===== src/rtl/uart_rx.sv =====
`default_nettype none
// ============================================================================
// Module   : uart_rx
// Brief    : Oversampling UART receiver with frame, parity and overrun flags.
//            Optional parity bit after bit 7 when UART_RX_PARITY_EN is defined.
// Revision : 1.0 - initial release
// ============================================================================
module uart_rx #(
   parameter int CLK_FREQ   = 50000000,
   parameter int BAUD       = 9600,
   parameter int OVERSAMPLE = 16,
   parameter int PARITY_ODD = 0
) (
   input  logic       clk,
   input  logic       rst,
   input  logic       rx,
   input  logic       rx_ack,
   input  logic       err_clr,
   output logic [7:0] data_RX,
   output logic       valid_RX,
   output logic       frame_err,
   output logic       parity_err,
   output logic       overrun_err,
   output logic       busy
);

   localparam int c_DIV   = CLK_FREQ / (BAUD * OVERSAMPLE);
   localparam int c_DIV_W = (c_DIV > 1) ? $clog2(c_DIV) : 1;
   localparam int c_SMP_W = $clog2(OVERSAMPLE);
   localparam logic [c_DIV_W-1:0] c_DIV_LAST  = c_DIV_W'(c_DIV - 1);
   localparam logic [c_SMP_W-1:0] c_HALF_LAST = c_SMP_W'(OVERSAMPLE / 2 - 1);
   localparam logic [c_SMP_W-1:0] c_FULL_LAST = c_SMP_W'(OVERSAMPLE - 1);

   localparam logic [2:0] S_IDLE   = 3'd0;
   localparam logic [2:0] S_START  = 3'd1;
   localparam logic [2:0] S_DATA   = 3'd2;
   localparam logic [2:0] S_STOP   = 3'd4;
   localparam logic [2:0] S_BREAK  = 3'd5;
`ifdef UART_RX_PARITY_EN
   localparam logic [2:0] S_PARITY = 3'd3;
   localparam logic [2:0] c_AFTER_DATA = S_PARITY;
`else
   localparam logic [2:0] c_AFTER_DATA = S_STOP;
`endif

   logic [2:0]         r_state;
   logic [2:0]         w_next_state;
   logic               r_sync1;
   logic               r_sync2;
   logic               r_rx_prev;
   logic [c_DIV_W-1:0] r_div_cnt;
   logic [c_SMP_W-1:0] r_smp_cnt;
   logic [2:0]         r_bit_idx;
   logic [7:0]         r_shift;
   logic [7:0]         r_data;
   logic               r_valid;
   logic               r_frame_err;
   logic               r_overrun_err;
   logic               r_par_bad;
   logic               w_rx_s;
   logic               w_tick;
   logic               w_start;
   logic               w_sample;
   logic               w_deliver;
   logic               w_frame_set;
   logic               w_parity_set;
   logic               w_busy;

   assign w_rx_s = r_sync2;
   assign w_tick = (r_div_cnt == c_DIV_LAST);

   // FSM state register
   always_ff @(posedge clk) begin
      if (!rst) r_state <= S_IDLE;
      else      r_state <= w_next_state;
   end

   // FSM next-state logic
   always_comb begin
      w_next_state = r_state;
      case (r_state)
         S_IDLE:   if (w_start)  w_next_state = S_START;
         S_START:  if (w_sample) w_next_state = w_rx_s ? S_IDLE : S_DATA;
         S_DATA:   if (w_sample && (r_bit_idx == 3'd7)) w_next_state = c_AFTER_DATA;
`ifdef UART_RX_PARITY_EN
         S_PARITY: if (w_sample) w_next_state = S_STOP;
`endif
         S_STOP:   if (w_sample) w_next_state = w_rx_s ? S_IDLE : S_BREAK;
         S_BREAK:  if (w_rx_s)   w_next_state = S_IDLE;
         default:  w_next_state = S_IDLE;
      endcase
   end

   // FSM outputs; START samples mid-bit, later states one full bit apart
   always_comb begin
      w_busy       = (r_state != S_IDLE);
      w_start      = 1'b0;
      w_sample     = 1'b0;
      w_deliver    = 1'b0;
      w_frame_set  = 1'b0;
      w_parity_set = 1'b0;
      case (r_state)
         S_IDLE:  w_start  = r_rx_prev & ~w_rx_s;
         S_START: w_sample = w_tick & (r_smp_cnt == c_HALF_LAST);
         S_BREAK: w_sample = 1'b0;
         default: w_sample = w_tick & (r_smp_cnt == c_FULL_LAST);
      endcase
      if (r_state == S_STOP && w_sample) begin
         w_frame_set  = ~w_rx_s;
         w_parity_set = w_rx_s & r_par_bad;
         w_deliver    = w_rx_s & ~r_par_bad;
      end
   end

   always_ff @(posedge clk) begin
      if (!rst) begin
         r_sync1       <= 1'b1;
         r_sync2       <= 1'b1;
         r_rx_prev     <= 1'b1;
         r_div_cnt     <= '0;
         r_smp_cnt     <= '0;
         r_bit_idx     <= '0;
         r_shift       <= '0;
         r_data        <= '0;
         r_valid       <= 1'b0;
         r_frame_err   <= 1'b0;
         r_overrun_err <= 1'b0;
      end else begin
         r_sync1   <= rx;
         r_sync2   <= r_sync1;
         r_rx_prev <= r_sync2;

         // Restarting the divider on the start edge aligns ticks to the bit
         if (w_start || w_tick) r_div_cnt <= '0;
         else                   r_div_cnt <= r_div_cnt + 1'b1;

         if (w_start)     r_smp_cnt <= '0;
         else if (w_tick) r_smp_cnt <= w_sample ? '0 : r_smp_cnt + 1'b1;

         if (r_state == S_START)              r_bit_idx <= '0;
         else if (r_state == S_DATA && w_sample) r_bit_idx <= r_bit_idx + 1'b1;

         if (r_state == S_DATA && w_sample) r_shift <= {w_rx_s, r_shift[7:1]};

         if (w_deliver) begin
            r_data  <= r_shift;
            r_valid <= 1'b1;
         end else if (rx_ack) begin
            r_valid <= 1'b0;
         end

         if (w_deliver && r_valid && !rx_ack) r_overrun_err <= 1'b1;
         else if (err_clr)                    r_overrun_err <= 1'b0;

         if (w_frame_set)  r_frame_err <= 1'b1;
         else if (err_clr) r_frame_err <= 1'b0;
      end
   end

`ifdef UART_RX_PARITY_EN
   logic r_parity_err;

   always_ff @(posedge clk) begin
      if (!rst) begin
         r_par_bad    <= 1'b0;
         r_parity_err <= 1'b0;
      end else begin
         if (r_state == S_START) r_par_bad <= 1'b0;
         else if (r_state == S_PARITY && w_sample)
            r_par_bad <= ((^r_shift) ^ w_rx_s) != (PARITY_ODD != 0);

         if (w_parity_set) r_parity_err <= 1'b1;
         else if (err_clr) r_parity_err <= 1'b0;
      end
   end

   assign parity_err = r_parity_err;
`else
   assign r_par_bad  = 1'b0;
   assign parity_err = 1'b0;
`endif

   assign data_RX     = r_data;
   assign valid_RX    = r_valid;
   assign frame_err   = r_frame_err;
   assign overrun_err = r_overrun_err;
   assign busy        = w_busy;

endmodule
`default_nettype wire


===== config.mk =====
export PLATFORM = sky130hd
export DESIGN_NAME = uart_rx
export DESIGN_NICKNAME = d
export VERILOG_FILES = /design/src/rtl/uart_rx.sv
export SDC_FILE = /design/constraint.sdc
export NUM_CORES = 1
export LEC_CHECK = 0
export BUFFER_PORTS_ARGS = -buffer_cell sky130_fd_sc_hd__buf_2
export CAP_MARGIN = 30
export CORE_ASPECT_RATIO = 1.1
export CORE_UTILIZATION = 51
export CTS_CLUSTER_DIAMETER = 80
export DETAILED_ROUTE_END_ITERATION = 16
export GPL_TIMING_DRIVEN = 0
export MAX_ROUTING_LAYER = met4
export PLACE_DENSITY = 0.73
export SKIP_CTS_REPAIR_TIMING = 1
export SLEW_MARGIN = 30
export SYNTH_ARGS = -nofsm -noshare
export SYNTH_HDL_FRONTEND = slang
export SYNTH_SLANG_ARGS = --single-unit

===== constraint.sdc =====
create_clock -name clk -period 1.8 [get_ports clk]
set_input_delay 0.18 -clock clk [delete_from_list [all_inputs] [get_ports clk]]
set_output_delay 0.18 -clock clk [all_outputs]
set_load 0.1 [all_outputs]

==> flow_summary.toml, run 1 <==
[global_routing]
grt_pass1_wl_um = 5680
gr-total-overflow = 0
grtUsageTotal_pct = 21.1
grt_max_degree = 13
grt_pass1_vias = 1328
antenna_found_initial = 0

[critical_path]
start_kind = "register"
critPathRequiredTime_ps = 2040
worstPathMaxFanout = 10
cp-end-kind = "register"
r2r_start = "r_state[2]$_SDFFE_PN0P_"
r2r_setup_slack_ps = -20
r2r-end = "data_RX[3]$_SDFFE_PN0P_"
critPathKind = "register to register"
r2r_cells = 7
worstPathArrival_ps = 2070

[yosys]
ys_ff_latch = 41
avgSynthCellArea_um2 = 9.36
synthCells = 188
async_flop_share_pct = 0
yosysWarnings = 0
syn_area_mm2 = 0.00176
yosys_most_used_dff = "dfxtp_1"
synth_seq_area_share_pct = 46.6
synth_cell_types = 37
synth_edf_count = 0
synth.net_count = 198

[timing]
worst_slew_pin_slew_ps = 535
slew_violations = 0
min_period_over_period_pct = 101
hold_violations = 0
tns_ps = -65.1
clock-skew-final_ps = 9.12
grt_setup_unrepaired = "true"
max_freq_ghz = 0.549
period_needed_ps = 1820
worst_slack_ps = -22.7
relSlewSlack_pct = 64.4
setup_viol_count_final = 4

[layout]
layout_commonest_cell = "dfxtp_1"
fin_cells = 254
syn_to_final_growth_pct = 18.2
n_fill_cell = 282
diodes = 0
drive_gt1_share_pct = 23.9
final_cell_mix = "39 x dfxtp_1, 27 x nand2_1, 18 x mux2i_1"
fin_nets = 227

[clock_network]
root_buffer = "clkbuf_4"
numCtsBuffers = 5
tritoncts = "done"
clock_latency_ps = 350
cts_sinks = 41
cts_htree_levels = 2
path_clk_slew_ps = 110
cts_buffer_depth = 2

[pwr]
pwr_density_cell_mw_per_mm2 = 802
irDropWorstVdd_mv = 0.479
p_leak_nw = 0.965

[floorplanning]
die_y_um = 63.6
die_x_um = 58.0
rows = 22
initial_core_util_pct = 53.3
num_io_pins = 18
die-area_mm2 = 0.00369
design.core.area_mm2 = 0.00330

[detailed_routing]
drt-pass1-iter-count = 10
drtIter0Drc = 70
wl_per_cell_um = 13.9
routed_wl_um = 3530
ant_nets = 0
vias_per_cell = 5.47
drc_errors = 1
num_vias = 1389

[flow_run]
maxCapViolations = 0

[placement]
dp_hpwl_um = 2460
dp.cells = 240
port_buffers = 16
place.gp.congestion = 0.790

[worst_hold_path]
min_to = "r_sync1$_SDFF_PN1_"
hp-class = "input pin to register"
worstHoldStart = "rx"
min_path_cells = 2

[status]
status = "finished, violations left"
violations = "DRC, setup timing"
==> critical path, cell delays in order (launching register included) <==
cell and delay (ps):
dfxtp_1 330, buf_6 140, or3b_4 400, or2_4 260, nand2_2 90, nand4_1 160, buf_4 220, mux2i_1 120
==> cells by family (layout without fill, tap and decap cells) <==
family	count (synthesis)	after routing	synth area share, %
simple gates	81	81	23.3
flops	41	41	46.6
compound gates	18	18	6.97
mux	18	18	10.2
buf+inv	14	44	4.12
xor+xnor	10	10	4.98
fa+ha+maj	5	5	3.55
other cells	1	1	0.213
==> worst max path at each step <==
stage | from | end | slack [ps] | depth (start not counted)
floorplan | r_div_cnt[0]$_SDFF_PP0_ | r_shift[7]$_SDFFE_PN0P_ | 150 | 7
global placement | r_div_cnt[0]$_SDFF_PP0_ | r_shift[7]$_SDFFE_PN0P_ | -8 | 7
detailed placement | r_div_cnt[0]$_SDFF_PP0_ | r_bit_idx[1]$_SDFFE_PP0P_ | -60 | 7
CTS | r_div_cnt[0]$_SDFF_PP0_ | r_bit_idx[1]$_SDFFE_PP0P_ | -90 | 7
global route | r_div_cnt[0]$_SDFF_PP0_ | data_RX[5]$_SDFFE_PN0P_ | -90 | 8
finish | r_state[2]$_SDFFE_PN0P_ | data_RX[3]$_SDFFE_PN0P_ | -20 | 7
==> where the power goes <==
part           internal, mW  leakage (nW)  switching [mW]  total (mW)
combinational        0.0465         0.587          0.0719       0.118
clock                 0.332        0.0455           0.291       0.622
sequential            0.918         0.333          0.0107       0.928
total                  1.30         0.965           0.373        1.67
==> state kept, by name, summed over array words and instances, names as in the netlist <==
signal       flops
r_smp_cnt        4
r_state          3
r_sync2          1
overrun_err      1
r_bit_idx        3
r_div_cnt        9
r_rx_prev        1
r_shift          8
data_RX          8
valid_RX         1
r_sync1          1
frame_err        1
==> synth_stat cells (all sizes together), types with 2 or more instances <==
cell	number	share of area (%)
nand3	5	1.7
or3	2	0.71
nor2b	2	0.71
mux2i	18	10
o31ai	2	1.6
nor3	2	0.57
inv	5	1.1
nand2b	7	2.5
and2	2	0.71
dfxtp	41	47
a31oi	3	1.1
clkbuf	5	1.1
ha	5	3.6
nor2	17	3.6
buf	4	2.0
and4bb	2	1.4
nand4	7	2.5
xor2	9	4.5
nand2	28	6.0
a21oi	9	2.6
==> area by class of cell <==
type,count,area (µm²),share of cell area (%)
Timing Repair Buffer,22,128,6.13
Clock buffer,7,55.1,2.65
Multi-Input combinational cell,133,917,44.1
Buffer,9,56.3,2.71
Clock inverter,1,30.0,1.44
Sequential cell,41,828,39.8
Tap cell,36,45.0,2.16
Inverter,5,21.3,1.02
==> per-layer routing <==
layer,share of wire (%),vias to the layer above,track usage [%]
met5,0,-,-
met4,1.4,0,8.04
met3,4.6,6,6.16
met2,50,30,34.9
met1,44,654,23.7
li1,-,699,-
==> metrics by stage <==
| step | worst slack (ps) | power [mW] | area, µm² | utilization, % | hold WS (ps) |
|---|---|---|---|---|---|
| finish | -22.7 | 1.67 | 2080 | 63.0 | 9.07 |
| global route | -88.5 | 1.72 | 2080 | 63.0 | 13.4 |
| CTS | -89.5 | 1.65 | 1970 | 59.7 | -7.23 |
| detailed placement | -61.9 | 1.04 | 1890 | 57.1 | 365 |
| global placement | -8.43 | 1.03 | 1890 | 57.1 | 367 |
| floorplan | 151 | 1.01 | 1760 | - | 253 |
Note: power is estimated with default switching activity, not from simulation.
==> run 2, diff against run 1 <==
Settings changed: MAX_ROUTING_LAYER met4 to default, PLACE_DENSITY 0.73 to default, PLACE_DENSITY_LB_ADDON from default to 0.12.
==> run 2 against run 1 <==
The flow finishes with violations (setup timing). Clock skew up 4.5 ps. Count of clock-buffer cells in the layout down 2. Largest power group unchanged. Register-to-register slack worse by 30 ps. Via count down 0.50%. Setup slack worse by 26 ps.
==> flow_summary.toml, run 2 (same netlist as run 1, synthesis figures left out) <==
[pwr]
p_int_mw = 1.11
seq_power_share_pct = 61.1
pwr_density_cell_mw_per_mm2 = 735
irDropWorstVdd_mv = 0.526
pwr-share-comb_pct = 7.5
netSwitchingPower_mw = 0.404
p_leak_nw = 0.949
clockPowerShare_pct = 31.4
p_sw_share_pct = 26.6

[floorplanning]
die_x_um = 58.0
design.core.area_mm2 = 0.00330
rows = 22
die_y_um = 63.6
die-area_mm2 = 0.00369
initial_core_util_pct = 53.3
num_io_pins = 18

[critical_path]
cp-end-kind = "register"
critPathKind = "register to register"
r2r_cells = 8
start_kind = "register"
r2r-end = "data_RX[4]$_SDFFE_PN0P_"
worstSetupStartpoint = "r_div_cnt[1]$_SDFF_PP0_"
r2r_start = "r_div_cnt[1]$_SDFF_PP0_"
endpoint = "data_RX[4]$_SDFFE_PN0P_"
critPathRequiredTime_ps = 2060
r2r_setup_slack_ps = -50
worstPathArrival_ps = 2110
worstPathMaxFanout = 5

[clock_network]
cts_htree_levels = 2
numCtsBuffers = 5
tritoncts = "done"
cts_sinks = 41
path_clk_slew_ps = 130
clock_latency_ps = 360
root_buffer = "clkbuf_4"
cts_buffer_depth = 2

[detailed_routing]
drc_errors = 0
vias_per_cell = 5.44
num_vias = 1382
ant_nets = 0
drt-pass1-iter-count = 4
wl_per_cell_um = 13.9
routed_wl_um = 3530
drtIter0Drc = 41

[timing]
tns_ps = -349
hold_violations = 0
worst_slack_ps = -48.5
worst_slew_pin_slew_ps = 515
setup_viol_count_final = 10
period_needed_ps = 1850
clock-skew-final_ps = 13.6
max_freq_ghz = 0.541
slew_violations = 0
min_period_over_period_pct = 103
relSlewSlack_pct = 65.6
grt_setup_unrepaired = "true"

[placement]
dp_hpwl_um = 2380
port_buffers = 16
place.gp.congestion = 0.731

[layout]
syn_to_final_growth_pct = 17.2
diodes = 0
layout_commonest_cell = "dfxtp_1"
n_fill_cell = 302
regArea_um2 = 828
multi_input_area_um2 = 925
drive_gt1_share_pct = 22.9
final_util_pct = 62.5
fin_nets = 227
largest_reg_flops = 9
top_register = "r_div_cnt"
final_cell_mix = "39 x dfxtp_1, 27 x nand2_1, 18 x mux2i_1"

[global_routing]
antenna_found_initial = 0
grt_pass1_vias = 1347
grtUsageTotal_pct = 20.3
gr-total-overflow = 0
grt_max_degree = 15
grt_pass1_wl_um = 5740

[status]
violations = "setup timing"
status = "finished, violations left"

[flow_run]
maxCapViolations = 0

[worst_hold_path]
hp-class = "input pin to register"
min_path_cells = 2
-- run 2: cell types whose count changed in the layout (fill, tap and decap cells not counted), sizes merged --
cell / before / now
clkinv: 0 / 3
clkbuf: 13 / 11
buf: 25 / 24
bufinv: 1 / 0
dlygate4sd3: 0 / 1
-- run 2: cell type report --
type | instances | area share [%]
Multi-Input combinational cell | 133 | 44.8
Sequential cell | 41 | 40.1
Timing Repair Buffer | 22 | 6.31
Buffer | 9 | 2.73
Tap cell | 36 | 2.18
Clock buffer | 5 | 1.82
Clock inverter | 3 | 1.09
Inverter | 5 | 0.910
-- run 2: worst min path at each step --
stage	from	slack, ps	end
floorplan	rst	250	r_sync2$_SDFF_PN1_
global placement	rx	370	r_sync1$_SDFF_PN1_
detailed placement	rx	370	r_sync1$_SDFF_PN1_
CTS	rx	-8	r_sync1$_SDFF_PN1_
global route	err_clr	70	frame_err$_SDFFE_PN0P_
finish	rst	70	r_rx_prev$_SDFF_PN1_
-- run 2: power groups by stage --
stage | clock, mW | combinational, mW | sequential, mW
6_report | 0.477 | 0.113 | 0.927
5_1_grt | 0.526 | 0.123 | 0.930
4_1_cts | 0.485 | 0.0868 | 0.929
3_5_place_dp | 0 | 0.0865 | 0.949
3_3_place_gp | 0 | 0.0840 | 0.948
2_1_floorplan | 0 | 0.0672 | 0.945
-- run 2: critical path, cell delays in order (launching register included) --
cell and delay [ps]:
dfxtp_4 370, inv_2 70, ha_4 120, and4bb_2 260, nand4_1 200, nor2_4 210
nand4_1 180, buf_4 220, mux2i_1 110
-- run 2: through the flow --
| stage | hold slack (ps) | instance area (µm²) | setup WS, ps | instances | total power [mW] |
|---|---|---|---|---|---|
| after floorplan | 253 | 1760 | 151 | 188 | 1.01 |
| after global placement | 369 | 1890 | -15.9 | 240 | 1.03 |
| after detailed placement | 371 | 1890 | -111 | 240 | 1.04 |
| after CTS | -7.58 | 1950 | -111 | 248 | 1.50 |
| after global routing | 66.7 | 2060 | -124 | 254 | 1.58 |
| final | 67.0 | 2060 | -48.5 | 254 | 1.52 |
-- run 2: per-layer routing --
layer	track usage [%]	wire, µm	up-vias	part of all wire (%)
met1	22.2	1590	658	45
li1	-	-	695	-
met2	35.9	1780	22	50
met3	6.37	99	7	2.8
met5	0	0	-	0
met4	7.74	74	0	2.1
==> run 3, diff against run 2 <==
Settings changed: BUFFER_PORTS_ARGS -buffer_cell sky130_fd_sc_hd__buf_2 to -buffer_cell sky130_fd_sc_hd__clkbuf_2, SKIP_CTS_REPAIR_TIMING 1 to default.
==> run 3 against run 2 <==
The run still ends with setup timing left. First-iteration DRC count decreased by 27%. Sequential cell count unchanged. Utilization up 0.27 points. Routed wire length fell by 2.4%. Via count up 2.2%. Global-route usage is 0.29 points higher. Critical path depth down 1. Sequential power hardly changed. Register-to-register slack about the same. Clock skew is 2.4 ps lower. Critical endpoint is now data_RX[2]$_SDFFE_PN0P_.
==> flow_summary.toml, run 3 (same netlist as run 1, synthesis figures left out) <==
[status]
status = "finished, violations left"
violations = "setup timing"

[critical_path]
worstPathArrival_ps = 2100
critPathBufInv = 2
cp-end-kind = "register"
critPathKind = "register to register"
cp_top_family = "simple AND/OR/NAND/NOR gates"
cp_common_cell = "buf_6"
r2r_cells = 7
worstPathMaxFanout = 10
r2r-end = "data_RX[2]$_SDFFE_PN0P_"
start_kind = "register"
path_cells = "buf_6, or3b_4, or2_4, nand2_2, nand4_1, buf_6, mux2i_2"
cpPeakStageDelay_ps = 400
r2r_start = "r_state[2]$_SDFFE_PN0P_"
r2r_setup_slack_ps = -40
cp_slowest_cell = "or3b_4"
critPathRequiredTime_ps = 2070

[timing]
period_needed_ps = 1840
relSlewSlack_pct = 63.3
clock-skew-final_ps = 11.2
grt_setup_unrepaired = "true"
setup_viol_count_final = 10
hold_violations = 0
max_freq_ghz = 0.545
worst_slew_pin_slew_ps = 550
slew_violations = 0
worst_slack_ps = -36.0
min_period_over_period_pct = 102

[pwr]
p_sw_share_pct = 22.0
clockPowerShare_pct = 37.3
pwr-share-comb_pct = 6.6
netSwitchingPower_mw = 0.363
seq_power_share_pct = 56.1
pwr_density_cell_mw_per_mm2 = 797
irDropWorstVdd_mv = 0.399
total_power_mw = 1.65
p_leak_nw = 0.947
p_int_mw = 1.29

[global_routing]
use_met1_pct = 22.9
grt_max_degree = 13
antenna_found_initial = 0
grtUsageTotal_pct = 20.6
grt.busiest_layer = "met2"
grt_pass1_wl_um = 5770
use_met2_pct = 35.6
gr-usage-met3_pct = 4.93
grt_pass1_vias = 1361
gr-total-overflow = 0

[floorplanning]
design.core.area_mm2 = 0.00330
num_io_pins = 18
initial_core_util_pct = 53.3
die_x_um = 58.0
die-area_mm2 = 0.00369
rows = 22
die_y_um = 63.6

[clock_network]
tritoncts = "done"
cts_buffer_depth = 2
clock_latency_ps = 350
cts_htree_levels = 2
cts_sinks = 41
path_clk_slew_ps = 110
numCtsBuffers = 5
root_buffer = "clkbuf_4"

[layout]
largest_reg_flops = 9
top_register = "r_div_cnt"
diodes = 0
drive_gt1_share_pct = 23.4
final_cell_mix = "39 x dfxtp_1, 27 x nand2_1, 17 x mux2i_1"
fin_cells = 254
syn_to_final_growth_pct = 17.7
fin_nets = 227
layout_commonest_cell = "dfxtp_1"

[flow_run]
maxCapViolations = 0

[placement]
dp_hpwl_um = 2380
place.gp.congestion = 0.749
port_buffers = 16
dp.cells = 240

[detailed_routing]
vias_per_cell = 5.56
num_vias = 1412
ant_nets = 0
drc_errors = 0
wl_per_cell_um = 13.6
drt-pass1-iter-count = 4
routed_wl_um = 3450
drtIter0Drc = 30

[worst_hold_path]
worstHoldStart = "rx"
min_to = "r_sync1$_SDFF_PN1_"
hp-class = "input pin to register"
min_path_cells = 2
[run 3: cell count changes in the layout (fill, tap and decap cells not counted), sizes merged]
cell and change:
clkbuf +16, clkinv -3, buf -13, dlygate4sd3 -1, bufinv +1
[run 3: worst max path at each step]
stage	cells after the start	startpoint	to	slack, ps
floorplan	7	r_div_cnt[0]$_SDFF_PP0_	r_shift[7]$_SDFFE_PN0P_	150
global route	8	r_div_cnt[0]$_SDFF_PP0_	r_shift[0]$_SDFFE_PN0P_	-120
global placement	7	r_state[0]$_SDFFE_PN0P_	r_div_cnt[4]$_SDFF_PP0_	-10
CTS	7	r_div_cnt[1]$_SDFF_PP0_	r_state[0]$_SDFFE_PN0P_	0.7
detailed placement	7	r_state[0]$_SDFFE_PN0P_	r_div_cnt[8]$_SDFF_PP0_	-80
finish	7	r_state[2]$_SDFFE_PN0P_	data_RX[2]$_SDFFE_PN0P_	-40
[run 3: cell type report]
cell class              count  area, µm²
fillers                   280       1230
multi-input cells         133        906
flip-flops and latches     41        828
repair buffers             22        131
clock buffers               7       55.1
plain buffers               9       55.1
well taps                  36       45.0
clock inverters             1       30.0
inverters                   5       21.3
[run 3: power groups by stage]
| stage | combinational [mW] | sequential [mW] | clock [mW] |
|---|---|---|---|
| after floorplan | 0.0672 | 0.945 | 0 |
| after global placement | 0.0839 | 0.948 | 0 |
| after detailed placement | 0.0881 | 0.948 | 0 |
| after CTS | 0.0903 | 0.928 | 0.632 |
| after global routing | 0.121 | 0.929 | 0.672 |
| final | 0.110 | 0.926 | 0.616 |
[run 3: layer usage]
metal / share of wire [%] / wire, µm / vias to the layer above
met5: 0 / 0 / -
met4: 2.3 / 80 / 0
met3: 4.9 / 168 / 9
met2: 50 / 1740 / 43
met1: 42 / 1460 / 661
li1: - / - / 699
[run 3: stage by stage]
| stage | setup slack, ps | setup TNS [ps] | cell area [µm²] | hold WS (ps) | utilization [%] |
|---|---|---|---|---|---|
| floorplan | 151 | 0 | 1760 | 253 | - |
| global placement | -13.6 | -94.9 | 1890 | 369 | 57.1 |
| detailed placement | -83.4 | -903 | 1890 | 374 | 57.1 |
| CTS | 0.695 | 0 | 2000 | 10.0 | 60.5 |
| global route | -124 | -1830 | 2070 | 15.3 | 62.7 |
| finish | -36.0 | -218 | 2070 | 22.9 | 62.7 |
[run 3: repair_timing]
item                       CTS  global route
cloned                       0             1
setup endpoints to repair   25            34
setup buffers                2             3
hold buffers                 0             0
pin swaps                    1             6
resized for setup            4            20
[run 3: worst register-to-register path: cells and delay by family (launching register included)]
kind	cells	cell delay [ps]
buffers and inverters	2	340
AND/OR/NAND/NOR	4	920
multiplexers	1	190
flip-flops	1	330
